**src/rtl/dmem_arbiter_pkg.sv**
```systemverilog
// Shared definitions for the data-memory arbiter: FSM encoding and default sizing.
package dmem_arbiter_pkg;

  localparam int DEFAULT_WIDTH     = 32;
  localparam int DEFAULT_BURST_MAX = 4;

  // LAST0/LAST1 remember the last granted port; BURST1 holds a locked port-1 burst.
  typedef enum logic [1:0] {
    ST_IDLE   = 2'd0,
    ST_LAST0  = 2'd1,
    ST_LAST1  = 2'd2,
    ST_BURST1 = 2'd3
  } arb_state_t;

endpackage

```
**src/rtl/dmem_port_mux.sv**
```systemverilog
// 2:1 selector for the address/data/qualifier bundle; drives all zeros when neither side is selected.
module dmem_port_mux #(
  parameter int WIDTH = 32
) (
  input  logic             sel0,
  input  logic             sel1,
  input  logic [0:WIDTH-1] p0_addr,
  input  logic [0:WIDTH-1] p0_data,
  input  logic             p0_write_enable,
  input  logic             p0_byte,
  input  logic             p0_half_word,
  input  logic             p0_sign_extend,
  input  logic [0:WIDTH-1] p1_addr,
  input  logic [0:WIDTH-1] p1_data,
  input  logic             p1_write_enable,
  input  logic             p1_byte,
  input  logic             p1_half_word,
  input  logic             p1_sign_extend,
  output logic [0:WIDTH-1] addr_out,
  output logic [0:WIDTH-1] data_out,
  output logic             write_enable_out,
  output logic             byte_out,
  output logic             half_word_out,
  output logic             sign_extend_out
);

  always_comb begin
    addr_out         = '0;
    data_out         = '0;
    write_enable_out = 1'b0;
    byte_out         = 1'b0;
    half_word_out    = 1'b0;
    sign_extend_out  = 1'b0;
    if (sel0) begin
      addr_out         = p0_addr;
      data_out         = p0_data;
      write_enable_out = p0_write_enable;
      byte_out         = p0_byte;
      half_word_out    = p0_half_word;
      sign_extend_out  = p0_sign_extend;
    end else if (sel1) begin
      addr_out         = p1_addr;
      data_out         = p1_data;
      write_enable_out = p1_write_enable;
      byte_out         = p1_byte;
      half_word_out    = p1_half_word;
      sign_extend_out  = p1_sign_extend;
    end
  end

endmodule

```
**src/rtl/dmem_arbiter.sv**
```systemverilog
// Two-port data-memory arbiter: zero-latency grants, round-robin on contention,
// and bounded port-1 locked bursts so the processor port cannot starve.
// Handshake: a port holds req (and its qualifiers) stable until it sees its grant;
// a granted access completes in that same cycle, read data is valid while granted.
module dmem_arbiter
  import dmem_arbiter_pkg::*;
#(
  parameter int WIDTH     = DEFAULT_WIDTH,
  parameter int BURST_MAX = DEFAULT_BURST_MAX
) (
  input  logic             clock,
  input  logic             reset,
  input  logic             p0_req,
  input  logic             p0_write_enable,
  input  logic             p0_byte,
  input  logic             p0_half_word,
  input  logic             p0_sign_extend,
  input  logic [0:WIDTH-1] p0_addr,
  input  logic [0:WIDTH-1] p0_data_in,
  output logic             p0_grant,
  output logic             p0_stall,
  input  logic             p1_req,
  input  logic             p1_lock,
  input  logic             p1_write_enable,
  input  logic             p1_byte,
  input  logic             p1_half_word,
  input  logic             p1_sign_extend,
  input  logic [0:WIDTH-1] p1_addr,
  input  logic [0:WIDTH-1] p1_data_in,
  output logic             p1_grant,
  output logic [0:WIDTH-1] addr_to_mem,
  output logic [0:WIDTH-1] data_to_mem,
  output logic             write_enable_to_mem,
  output logic             byte_to_mem,
  output logic             half_word_to_mem,
  output logic             sign_extend_to_mem,
  input  logic [0:WIDTH-1] data_from_mem,
  output logic [0:WIDTH-1] p0_data_out,
  output logic [0:WIDTH-1] p1_data_out
);

  localparam int CW = $clog2(BURST_MAX + 1);

  arb_state_t    state, state_next;
  logic [CW-1:0] burst_cnt, burst_cnt_next;
  logic          grant0, grant1;

  always_ff @(posedge clock) begin
    if (reset) begin
      state     <= ST_IDLE;
      burst_cnt <= '0;
    end else begin
      state     <= state_next;
      burst_cnt <= burst_cnt_next;
    end
  end

  always_comb begin
    grant0         = 1'b0;
    grant1         = 1'b0;
    state_next     = state;
    burst_cnt_next = burst_cnt;

    if (!p0_req && !p1_req) begin
      state_next     = ST_IDLE;
      burst_cnt_next = '0;
    end else if (state == ST_BURST1 && p1_req && p1_lock) begin
      // Locked burst keeps port 1 until the waiting processor has been passed over BURST_MAX times.
      if (p0_req && burst_cnt == CW'(BURST_MAX)) begin
        grant0 = 1'b1;
      end else begin
        grant1 = 1'b1;
      end
    end else begin
      if (state == ST_BURST1) begin
        burst_cnt_next = '0;
      end
      if (p0_req && p1_req) begin
        if (state == ST_LAST0) begin
          grant1 = 1'b1;
        end else begin
          grant0 = 1'b1;
        end
      end else if (p0_req) begin
        grant0 = 1'b1;
      end else begin
        grant1 = 1'b1;
      end
    end

    // Every locked port-1 grant made while port 0 waits counts against the burst budget.
    if (grant0) begin
      state_next     = ST_LAST0;
      burst_cnt_next = '0;
    end else if (grant1) begin
      if (p1_lock) begin
        state_next = ST_BURST1;
        if (p0_req) begin
          burst_cnt_next = burst_cnt_next + CW'(1);
        end
      end else begin
        state_next     = ST_LAST1;
        burst_cnt_next = '0;
      end
    end

    if (reset) begin
      grant0 = 1'b0;
      grant1 = 1'b0;
    end
  end

  assign p0_grant    = grant0;
  assign p1_grant    = grant1;
  assign p0_stall    = p0_req & ~grant0 & ~reset;
  assign p0_data_out = data_from_mem;
  assign p1_data_out = data_from_mem;

  dmem_port_mux #(
    .WIDTH(WIDTH)
  ) u_port_mux (
    .sel0            (grant0),
    .sel1            (grant1),
    .p0_addr         (p0_addr),
    .p0_data         (p0_data_in),
    .p0_write_enable (p0_write_enable),
    .p0_byte         (p0_byte),
    .p0_half_word    (p0_half_word),
    .p0_sign_extend  (p0_sign_extend),
    .p1_addr         (p1_addr),
    .p1_data         (p1_data_in),
    .p1_write_enable (p1_write_enable),
    .p1_byte         (p1_byte),
    .p1_half_word    (p1_half_word),
    .p1_sign_extend  (p1_sign_extend),
    .addr_out        (addr_to_mem),
    .data_out        (data_to_mem),
    .write_enable_out(write_enable_to_mem),
    .byte_out        (byte_to_mem),
    .half_word_out   (half_word_to_mem),
    .sign_extend_out (sign_extend_to_mem)
  );

endmodule

```
**config.mk**
```make
export PLATFORM = sky130hd
export DESIGN_NAME = dmem_arbiter
export DESIGN_NICKNAME = d
export VERILOG_FILES = /design/src/rtl/dmem_arbiter_pkg.sv /design/src/rtl/dmem_port_mux.sv /design/src/rtl/dmem_arbiter.sv
export SDC_FILE = /design/constraint.sdc
export NUM_CORES = 1
export LEC_CHECK = 0
export BUFFER_PORTS_ARGS = -buffer_cell sky130_fd_sc_hd__buf_4
export CAP_MARGIN = 20
export CORE_AREA = 2 2 119 121
export DETAILED_ROUTE_END_ITERATION = 7
export DIE_AREA = 0 0 121 123
export PLACE_DENSITY = 0.46
export SLEW_MARGIN = 20
export SYNTH_ARGS = -nofsm -noshare
export SYNTH_HDL_FRONTEND = slang
export SYNTH_SLANG_ARGS = --single-unit
```
**constraint.sdc**
```tcl
create_clock -name clock -period 2 [get_ports clock]
set_clock_uncertainty 0.1 [all_clocks]
set_input_delay 0.1 -clock clock [delete_from_list [all_inputs] [get_ports clock]]
set_output_delay 0.1 -clock clock [all_outputs]
set_load 0.02 [all_outputs]
```
# Word level (Yosys, flattened, before mapping)
# Cells that the tools add are included.
# word_totals
in_bits	173
ff_bits	5
# op_classes
eq_ne	3
muxes	36
bitwise	4
addsub	1
reduce_logical	10
# ops
op	n
32-bit two-way mux	4
1-bit two-way mux	24
3-bit two-way mux	6
1-bit logical AND	5
2-bit two-way mux	2
3-bit by 1-bit adder with 3-bit output (second input constant)	1
3-bit == test (second input constant)	1
3-bit nonzero test	1
1-bit bitwise AND	2
2-bit by 1-bit == test with 1-bit output (second input constant)	1
2-bit == test (second input constant)	1
1-bit zero test	2
1-bit NOT	2
2-bit nonzero test	1
2-bit OR reduction	1

# Logic depth before layout (Yosys ltp)
# Gate-level depths: netlist of run 1.
# depth
depth_word	9
mapped_depth	9
depth_no_buf	8

# Modules after synthesis
# From an unflattened synthesis of run 1, not the netlist that was laid out.
# unflattened
cells_unflattened	185
hier_area_um2	1521.5
# modules_own_cells
mod	area_per_inst_um2	seq_area_each_um2	n_inst	cells_each
dmem_arbiter	803.3	100.1	1	97
dmem_port_mux	718.2	0.0	1	88

# Worst setup path after synthesis of run 1
# OpenSTA, ideal clock, no wires.
# synth_path
path_kind	register to output
from	register burst_cnt[2]
to	output data_to_mem[1] (netlist name)
slack_ns	0.284
t_required_ns	1.800
arrival_ns	1.516
path_stages_with_launch	8
cell_sequence	dfxtp_1 -> nor3b_2 -> o221a_2 -> buf_6 -> buf_6 -> buf_6 -> nand2_1 -> a21oi_1
# synth_between
elab_chain_len	8
# synth_rtl
element	line	rtl
start: declaration	dmem_arbiter.sv:45	logic [CW-1:0] burst_cnt, burst_cnt_next;
start signal: assignment	dmem_arbiter.sv:54	burst_cnt <= burst_cnt_next;
3-bit == test (*)	dmem_arbiter.sv:69	if (p0_req && burst_cnt == CW'(BURST_MAX)) begin
1-bit logical AND (*)	dmem_arbiter.sv:69	
1-bit two-way mux	dmem_arbiter.sv:69	
1-bit two-way mux	dmem_arbiter.sv:67	end else if (state == ST_BURST1 && p1_req && p1_lock) begin
1-bit two-way mux	dmem_arbiter.sv:64	if (!p0_req && !p1_req) begin
1-bit two-way mux	dmem_arbiter.sv:107	if (reset) begin
32-bit two-way mux	dmem_port_mux.sv:41	end else if (sel1) begin
32-bit two-way mux (*)	dmem_port_mux.sv:34	if (sel0) begin
end: declaration	dmem_arbiter.sv:32	output logic [0:WIDTH-1] data_to_mem,
# Every way passes the cells marked *; elsewhere a longest branch is shown, timed or not.

# Final worst setup path of run 1
# layout_path
from	register burst_cnt[0]
to	output data_to_mem[26] (netlist name)
# The elaborated chain is that of the path after synthesis.

==> results of run 1 <==
-- cells in the mapped netlist --
cell and number:
clkbuf_1 19, nand2b_1 2, nor2b_1 3, nand3b_1 1
nor2_1 5, nor2_2 1, nand2_1 77, inv_1 2
ha_1 1, dfxtp_1 5, a21oi_2 1, nand3_1 1
buf_6 3, buf_2 9, o21ai_0 69, nor3_1 2
and2_1 2, o221a_2 1, a21oi_1 70, o21ai_1 2
nor3b_2 1, a32oi_1 1, buf_4 64, o311a_1 1
or2_2 1
-- cell families after synthesis --
logic type,after synthesis,share of synthesized area (%)
simple gates,96,21.1
fa+ha+maj,1,0.660
compound gates,145,39.3
flops,5,5.28
buf+inv,97,33.7
-- power groups by stage --
stage | sequential, mW | combinational [mW] | clock [mW]
6_report | 0.107 | 0.847 | 0.331
3_3_place_gp | 0.107 | 0.765 | 0
3_5_place_dp | 0.107 | 0.770 | 0
4_1_cts | 0.107 | 0.803 | 0.333
2_1_floorplan | 0.107 | 0.541 | 0
5_1_grt | 0.107 | 0.918 | 0.343
-- how the worst max path moves through the flow --
stage	start	endpoint	depth (start not counted)
final	burst_cnt[0]	data_to_mem[26]	8
after global routing	burst_cnt[0]	data_to_mem[2]	8
after CTS	burst_cnt[0]	addr_to_mem[23]	7
after detailed placement	burst_cnt[0]	data_to_mem[6]	6
after global placement	burst_cnt[2]	addr_to_mem[0]	6
after floorplan	burst_cnt[2]	data_to_mem[1]	7
-- routing by layer --
| metal | track usage [%] | vias up | wire length, µm |
|---|---|---|---|
| met4 | 2.33 | 0 | 77 |
| met2 | 20.3 | 144 | 5040 |
| met1 | 13.7 | 1266 | 3990 |
| li1 | - | 1380 | - |
| met3 | 2.81 | 10 | 790 |
| met5 | 0 | - | 0 |
-- critical path: stages (launching register included) --
cell       delay [ps]
dfxtp_2           340
nor3b_4           230
buf_6             150
nor2_4             50
buf_12            130
clkbuf_16         180
o21ai_0           170
a21oi_1            90
buf_4             200
-- metrics by stage --
stage	cells	worst slack [ps]	setup TNS, ps	hold slack, ps	area [µm²]
global route	662	-34.2	-413	62.6	3530
CTS	657	42.0	0	47.6	3380
detailed placement	647	29.7	0	100	3190
finish	662	27.7	0	51.4	3530
floorplan	344	284	0	118	1890
global placement	647	80.4	0	100	3190
-- registers in the layout, indices dropped and copies added (netlist names) --
name / flops
burst_cnt: 3
state: 2
-- cell type report --
cell class | count | area, µm² | area share (%)
multi-input cells | 243 | 1230 | 34.9
inverters | 2 | 7.51 | 0.213
clock buffers | 4 | 78.8 | 2.23
flip-flops and latches | 5 | 103 | 2.91
repair buffers | 228 | 1880 | 53.4
well taps | 180 | 225 | 6.38
-- what timing repair did --
item | in CTS | in global routing
pin swaps | 3 | 5
gates resized for setup | 7 | 44
endpoints found under the setup margin | 66 | 47
cloned | 2 | 4
buffers inserted | 4 | 1
==> impl_metrics.tcl, run 1 <==
set metrics [dict create \
    vdd_ir_drop_max_mv 0.180 \
    clk_pin_slew_ps 30 \
    hp-start "p1_lock" \
    p_int_uw 799 \
    cts_buffers 3 \
    port_buffers 211 \
    slew_headroom_pct 48.1 \
    drive_gt1_share_pct 51.5 \
    antennaDiodeCount 0 \
    pwr-share-seq_pct 8.3 \
    clock_latency_ps 230 \
    leakage_nw 1.64 \
    drt_pass1_iterations 4 \
    final_common_cell "buf_4" \
    track_usage_pct 11.3 \
    drv_cap 0 \
    postRouteAntennaNets 0 \
    post-route-period-util_pct 98.6 \
    synth_cell_type_count 25 \
    clkPwrFrac_pct 25.8 \
    start_util_pct 13.9 \
    vias_per_cell 4.23 \
    rsz0062_at_grt "yes" \
    io_pins 308 \
    drc 0 \
    utilization_pct 25.9 \
    wirelength_um 9890 \
    cts_max_level 1 \
    tightest_slew_ps 778 \
    reg2reg_to "burst_cnt[1]" \
    die_w_um 121 \
    core_area_um2 13600 \
    cts_hold_buf 0 \
    worstSetupPathType "flip-flop to primary output" \
    cts_tree "yes" \
    max_freq_mhz 507 \
    layout.nets 657 \
    arrival_ps 1770 \
    whs_endpoint "burst_cnt[1]" \
    path_max_fanout 20 \
    num_vias 2800 \
    swShare_pct 37.9 \
    drt_iter0_markers 79 \
    ys_seq_area_share_pct 5.28 \
    p_total_mw 1.29 \
    die_y_um 123 \
    grt_antenna_before_repair 0 \
    cp.required_ps 1800 \
    syn_area_per_cell_um2 5.51 \
    syn_area_um2 1890 \
    drv_slew 0 \
    cp-end-kind "primary output" \
    rr_worst_depth 7 \
    grt_max_degree 76 \
    globalplace.congestion 0.873 \
    cp-start-kind "flip-flop" \
    synth_fp_nets 518 \
    mostFrequentLayoutCells "buf_4 (215), nand2_1 (77), a21oi_1 (69), o21ai_0 (35), o21ai_1 (31)" \
    overflow 0 \
    switching_power_uw 487 \
    synthToLayoutAreaGrowth_pct 86.4 \
    powerDensity_nw_per_um2 364 \
    post-route-min-period_ps 1970 \
    ctsLongestPathBuffers 2 \
    synth_top_area_cell "buf_4" \
    row_count 43 \
    p_comb_share_pct 65.9 \
    die_area_um2 14900 \
    yosysWarningCount 0 \
    finalSetupViolCount 0 \
    r2r_slack_ps 440 \
    synth_top_area_share_pct 25.4 \
    synth_area_leaders "buf_4 (25%), a21oi_1 (18%), o21ai_0 (18%)" \
    clock_sinks 5 \
    synthCells 344 \
    place_hpwl_um 6390 \
    hold_viol 0 \
    wl_per_cell_um 14.9 \
    fillers 1494 \
    status "completed" \
    ys_ff_latch 5 \
    hold_path_depth 3 \
    cts-root-buf "clkbuf_16" \
    worstHoldPathType "input port to flip-flop" \
    timing.rr.start "burst_cnt[0]" \
    grt_pass1_wl_um 13600 \
    grt_pass1_vias 2669 \
]
No activity file was read; power rests on OpenSTA's default activity.
==> inputs of run 2 (changes only) <==
Settings changed: CORE_AREA 2 2 119 121 to 2 2 118 120, DIE_AREA 0 0 121 123 to 0 0 120 122.
Clock period 2 ns to 2.5 ns, I/O delays scaled along.
==> run 2 against run 1 <==
Net effect: sequential share of layout area is 0.15 points higher; total power is 24% lower; cell count is 1.7% lower; via count is 1.5% lower; die area is 1.6% lower; flip-flop and latch count stayed put; non-clock buffer count is 10 lower; design area is 7.1% lower; critical path depth is 2 lower; global-route usage hardly changed; core utilization is 1.7 points lower; highest routed layer unchanged.
==> impl_metrics.tcl, run 2 (synthesis gave the netlist of run 1 again) <==
set metrics [dict create \
    final_common_cell "buf_4" \
    placedInstanceArea_um2 3200 \
    finalSetupViolCount 0 \
    powerDensity_nw_per_um2 297 \
    grt_pass1_wl_um 13400 \
    vias_per_cell 4.24 \
    p_total_uw 974 \
    clock_latency_ps 230 \
    cts.repair.resized 0 \
    post-route-min-period_ps 2320 \
    cts_tree "yes" \
    path_max_fanout 29 \
    worstHoldPathType "input port to flip-flop" \
    clk_pin_slew_ps 30 \
    num_vias 2758 \
    ctsLongestPathBuffers 2 \
    grt_pass1_vias 2749 \
    row_count 43 \
    leakage_nw 1.54 \
    vdd_ir_drop_max_mv 0.164 \
    setup_slack_ps 183 \
    port_buffers 211 \
    post-route-period-util_pct 92.7 \
    mostFrequentLayoutCells "buf_4 (213), nand2_1 (77), a21oi_1 (70), o21ai_0 (69)" \
    instances_no_fill 651 \
    cts_hold_buf 0 \
    max_flop_register "burst_cnt" \
    tns_ps 0 \
    numPlacedInstances 647 \
    io_pins 308 \
    globalplace.congestion 0.810 \
    utilization_pct 24.3 \
    drt_pass1_iterations 4 \
    cp.required_ps 2280 \
    status "completed" \
    cp-end-kind "primary output" \
    design_area_um2 3280 \
    rsz0062_at_grt "no" \
    slew_headroom_pct 48.3 \
    antennaDiodeCount 0 \
    die_y_um 122 \
    drv_cap 0 \
    arrival_ps 2090 \
    place_hpwl_um 7020 \
    die_w_um 120 \
    post_cts_buffers 0 \
    reg_top3 "burst_cnt (3), state (2)" \
    drc 0 \
    postRouteAntennaNets 0 \
    cts_max_level 1 \
    clock_sinks 5 \
    core_area_um2 13500 \
    grt_max_degree 76 \
    overflow 0 \
    hold_viol 0 \
    cp-start-kind "flip-flop" \
    tightest_slew_ps 776 \
    start_util_pct 14.0 \
    drt_iter0_markers 96 \
    largest_reg_flops 3 \
    cts_buffers 3 \
    die_area_um2 14600 \
    grt_antenna_before_repair 0 \
    wl_per_cell_um 14.0 \
    synthToLayoutAreaGrowth_pct 73.1 \
    track_usage_pct 11.3 \
    max_freq_mhz 432 \
    drive_gt1_share_pct 48.0 \
    wirelength_um 9090 \
    cts-root-buf "clkbuf_16" \
    hold_slack_ps 47.2 \
    layout.nets 646 \
    dp_slack_ps 439 \
    drv_slew 0 \
    worstSetupPathType "flip-flop to primary output" \
]
-- run 2: critical path, cell delays in order, from the launching register on --
cell     delay, ps
dfxtp_1        390
nor3b_2        310
o221a_2        460
buf_12         220
nand2_1         70
a21oi_1        210
buf_4          180
-- run 2: worst paths after layout --
check | from | end | slack (ps) | cells after the start
hold / removal | p1_lock | burst_cnt[1] | 50 | 3
setup / recovery | burst_cnt[2] | addr_to_mem[20] | 180 | 6
hold reg to reg | burst_cnt[2] | burst_cnt[2] | 400 | 2
setup reg to reg | state[1] | burst_cnt[1] | 940 | 4
-- run 2: final cells by class --
| class | instances | area, µm² |
|---|---|---|
| Clock buffer | 4 | 78.8 |
| Sequential cell | 5 | 100 |
| Fill cell | 1532 | 10200 |
| Multi-Input combinational cell | 242 | 1170 |
| Tap cell | 180 | 225 |
| Inverter | 2 | 7.51 |
| Timing Repair Buffer | 218 | 1700 |
-- run 2: where the power goes --
| group | switching, mW | total [mW] | internal (mW) |
|---|---|---|---|
| Combinational | 0.309 | 0.620 | 0.311 |
| Clock | 0.0568 | 0.268 | 0.212 |
| Sequential | 0.00274 | 0.0856 | 0.0828 |
-- run 2: routing by layer --
layer	track usage [%]	share of wire [%]	wire, µm	vias up
met3	2.90	8.5	776	26
met4	3.24	1.7	151	0
li1	-	-	-	1347
met5	0	0	0	-
met1	11.2	35	3170	1227
met2	22.8	55	4990	158
==> inputs of run 3 (changes only) <==
Settings changed: CTS_CLUSTER_DIAMETER set to 150, RECOVER_POWER set to 25, REMOVE_ABC_BUFFERS set to 1.
==> run 3 against run 2 <==
Net effect: combinational power is 3% lower; fmax is 1.6% higher; register-to-register slack better by 90 ps; sequential share of layout area is 0.052 points higher; non-clock buffer count is 4 lower; highest routed layer is now met5; flip-flop and latch count stayed put.
==> impl_metrics.tcl, run 3 (synthesis gave the netlist of run 1 again) <==
set metrics [dict create \
    grt_pass1_vias 2493 \
    cts_max_level 1 \
    worstSetupPathType "flip-flop to primary output" \
    antennaDiodeCount 0 \
    finalSetupViolCount 0 \
    grt_antenna_before_repair 0 \
    port_buffers 211 \
    hold_viol 0 \
    ctsLongestPathBuffers 2 \
    num_vias 2846 \
    drv_cap 0 \
    post_cts_buffers 0 \
    drc 0 \
    arrival_ps 2050 \
    worstHoldPathType "input port to flip-flop" \
    clock_latency_ps 230 \
    powerDensity_nw_per_um2 294 \
    drv_slew 0 \
    cts_buffers 3 \
    rr_worst_depth 7 \
    slew_headroom_pct 48.9 \
    tightest_slew_ps 766 \
    overflow 0 \
    grt_max_degree 76 \
    tns_ps 0 \
    grt_pass1_wl_um 14600 \
    rsz0062_at_grt "no" \
    cts_hold_buf 0 \
    vias_per_cell 4.40 \
    post-route-min-period_ps 2280 \
    clk_pin_slew_ps 30 \
    drt_pass1_iterations 4 \
    r2r_slack_ps 1030 \
    place_hpwl_um 8210 \
    leakage_nw 1.51 \
    track_usage_pct 13.0 \
    synthToLayoutAreaGrowth_pct 70.2 \
    reg_top3 "burst_cnt (3), state (2)" \
    die_w_um 120 \
    cts.repair.resized 0 \
    globalplace.congestion 0.788 \
    hold_path_depth 3 \
    final_common_cell "buf_4" \
    dp_slack_ps 468 \
    vdd_ir_drop_max_mv 0.255 \
    post-route-period-util_pct 91.2 \
    max_freq_mhz 439 \
    reg2reg_to "burst_cnt[2]" \
    cp-start-kind "flip-flop" \
    drt_iter0_markers 162 \
    wirelength_um 10800 \
    path_max_fanout 62 \
    die_area_um2 14600 \
    start_util_pct 14.0 \
    whs_endpoint "burst_cnt[1]" \
    cp-startpoint "burst_cnt[2]" \
    drive_gt1_share_pct 47.5 \
    io_pins 308 \
    cts-root-buf "clkbuf_16" \
    setup_slack_ps 220 \
    row_count 43 \
    largest_reg_flops 3 \
    layout.nets 642 \
    postRouteAntennaNets 0 \
    core_area_um2 13500 \
    timing.rr.start "state[0]" \
    cp-end-kind "primary output" \
    die_y_um 122 \
    cp.required_ps 2280 \
    status "completed" \
    hp-start "p1_lock" \
    max_flop_register "burst_cnt" \
    clock_sinks 5 \
    mostFrequentLayoutCells "buf_4 (211), nand2_1 (77), a21oi_1 (70), o21ai_0 (69)" \
    cts_tree "yes" \
    wl_per_cell_um 16.7 \
]
==> run 3: cell types whose count changed in the layout (fill, tap and decap cells not counted), sizes merged <==
cell,change
buf,-4
==> run 3: final cells by class <==
cell class / instances / area (µm²)
tap: 180 / 225
fill: 1537 / 10300
clock buffer: 4 / 78.8
timing repair buffer: 214 / 1640
inverter: 2 / 7.51
sequential: 5 / 100
multi-input combinational: 242 / 1170
==> run 3: how the worst max path moves through the flow <==
stage | to | slack, ps | cells past startpoint
2_1_floorplan | addr_to_mem[0] | 130 | 4
3_3_place_gp | data_to_mem[3] | 530 | 6
3_5_place_dp | data_to_mem[5] | 470 | 6
4_1_cts | data_to_mem[5] | 220 | 6
5_1_grt | data_to_mem[8] | 80 | 6
6_report | data_to_mem[2] | 220 | 6
==> run 3: worst max-delay path, stage by stage (launching register included) <==
cell and delay [ps]:
dfxtp_1 370, nor3b_2 290, o221a_2 360, buf_12 290, nand2_1 90, a21oi_1 200
buf_4 180
==> run 3: per-layer routing <==
layer	track usage, %	wire length, µm	up-vias	share of wire, %
li1	-	-	1339	-
met1	16.8	4560	1294	42
met2	16.9	4440	205	41
met3	9.08	1690	6	16
met4	2.13	44	2	0.41
met5	7.29	79	-	0.73
==> run 3: power by group <==
part	switching [mW]	total [mW]	internal, mW
logic	0.301	0.601	0.299
registers	0.00259	0.0854	0.0828
clock network	0.0512	0.262	0.211
==> run 3: metrics by stage <==
step / hold WS, ps / util [%] / std cells / cell area [µm²] / power [mW]
floorplan: 96.6 / - / 249 / 1260 / 0.332
global placement: 150 / 23.3 / 643 / 3150 / 0.688
detailed placement: 150 / 23.3 / 643 / 3150 / 0.692
CTS: 55.9 / 23.9 / 647 / 3220 / 0.961
global route: 74.5 / 23.9 / 647 / 3220 / 1.01
finish: 59.5 / 23.9 / 647 / 3220 / 0.948
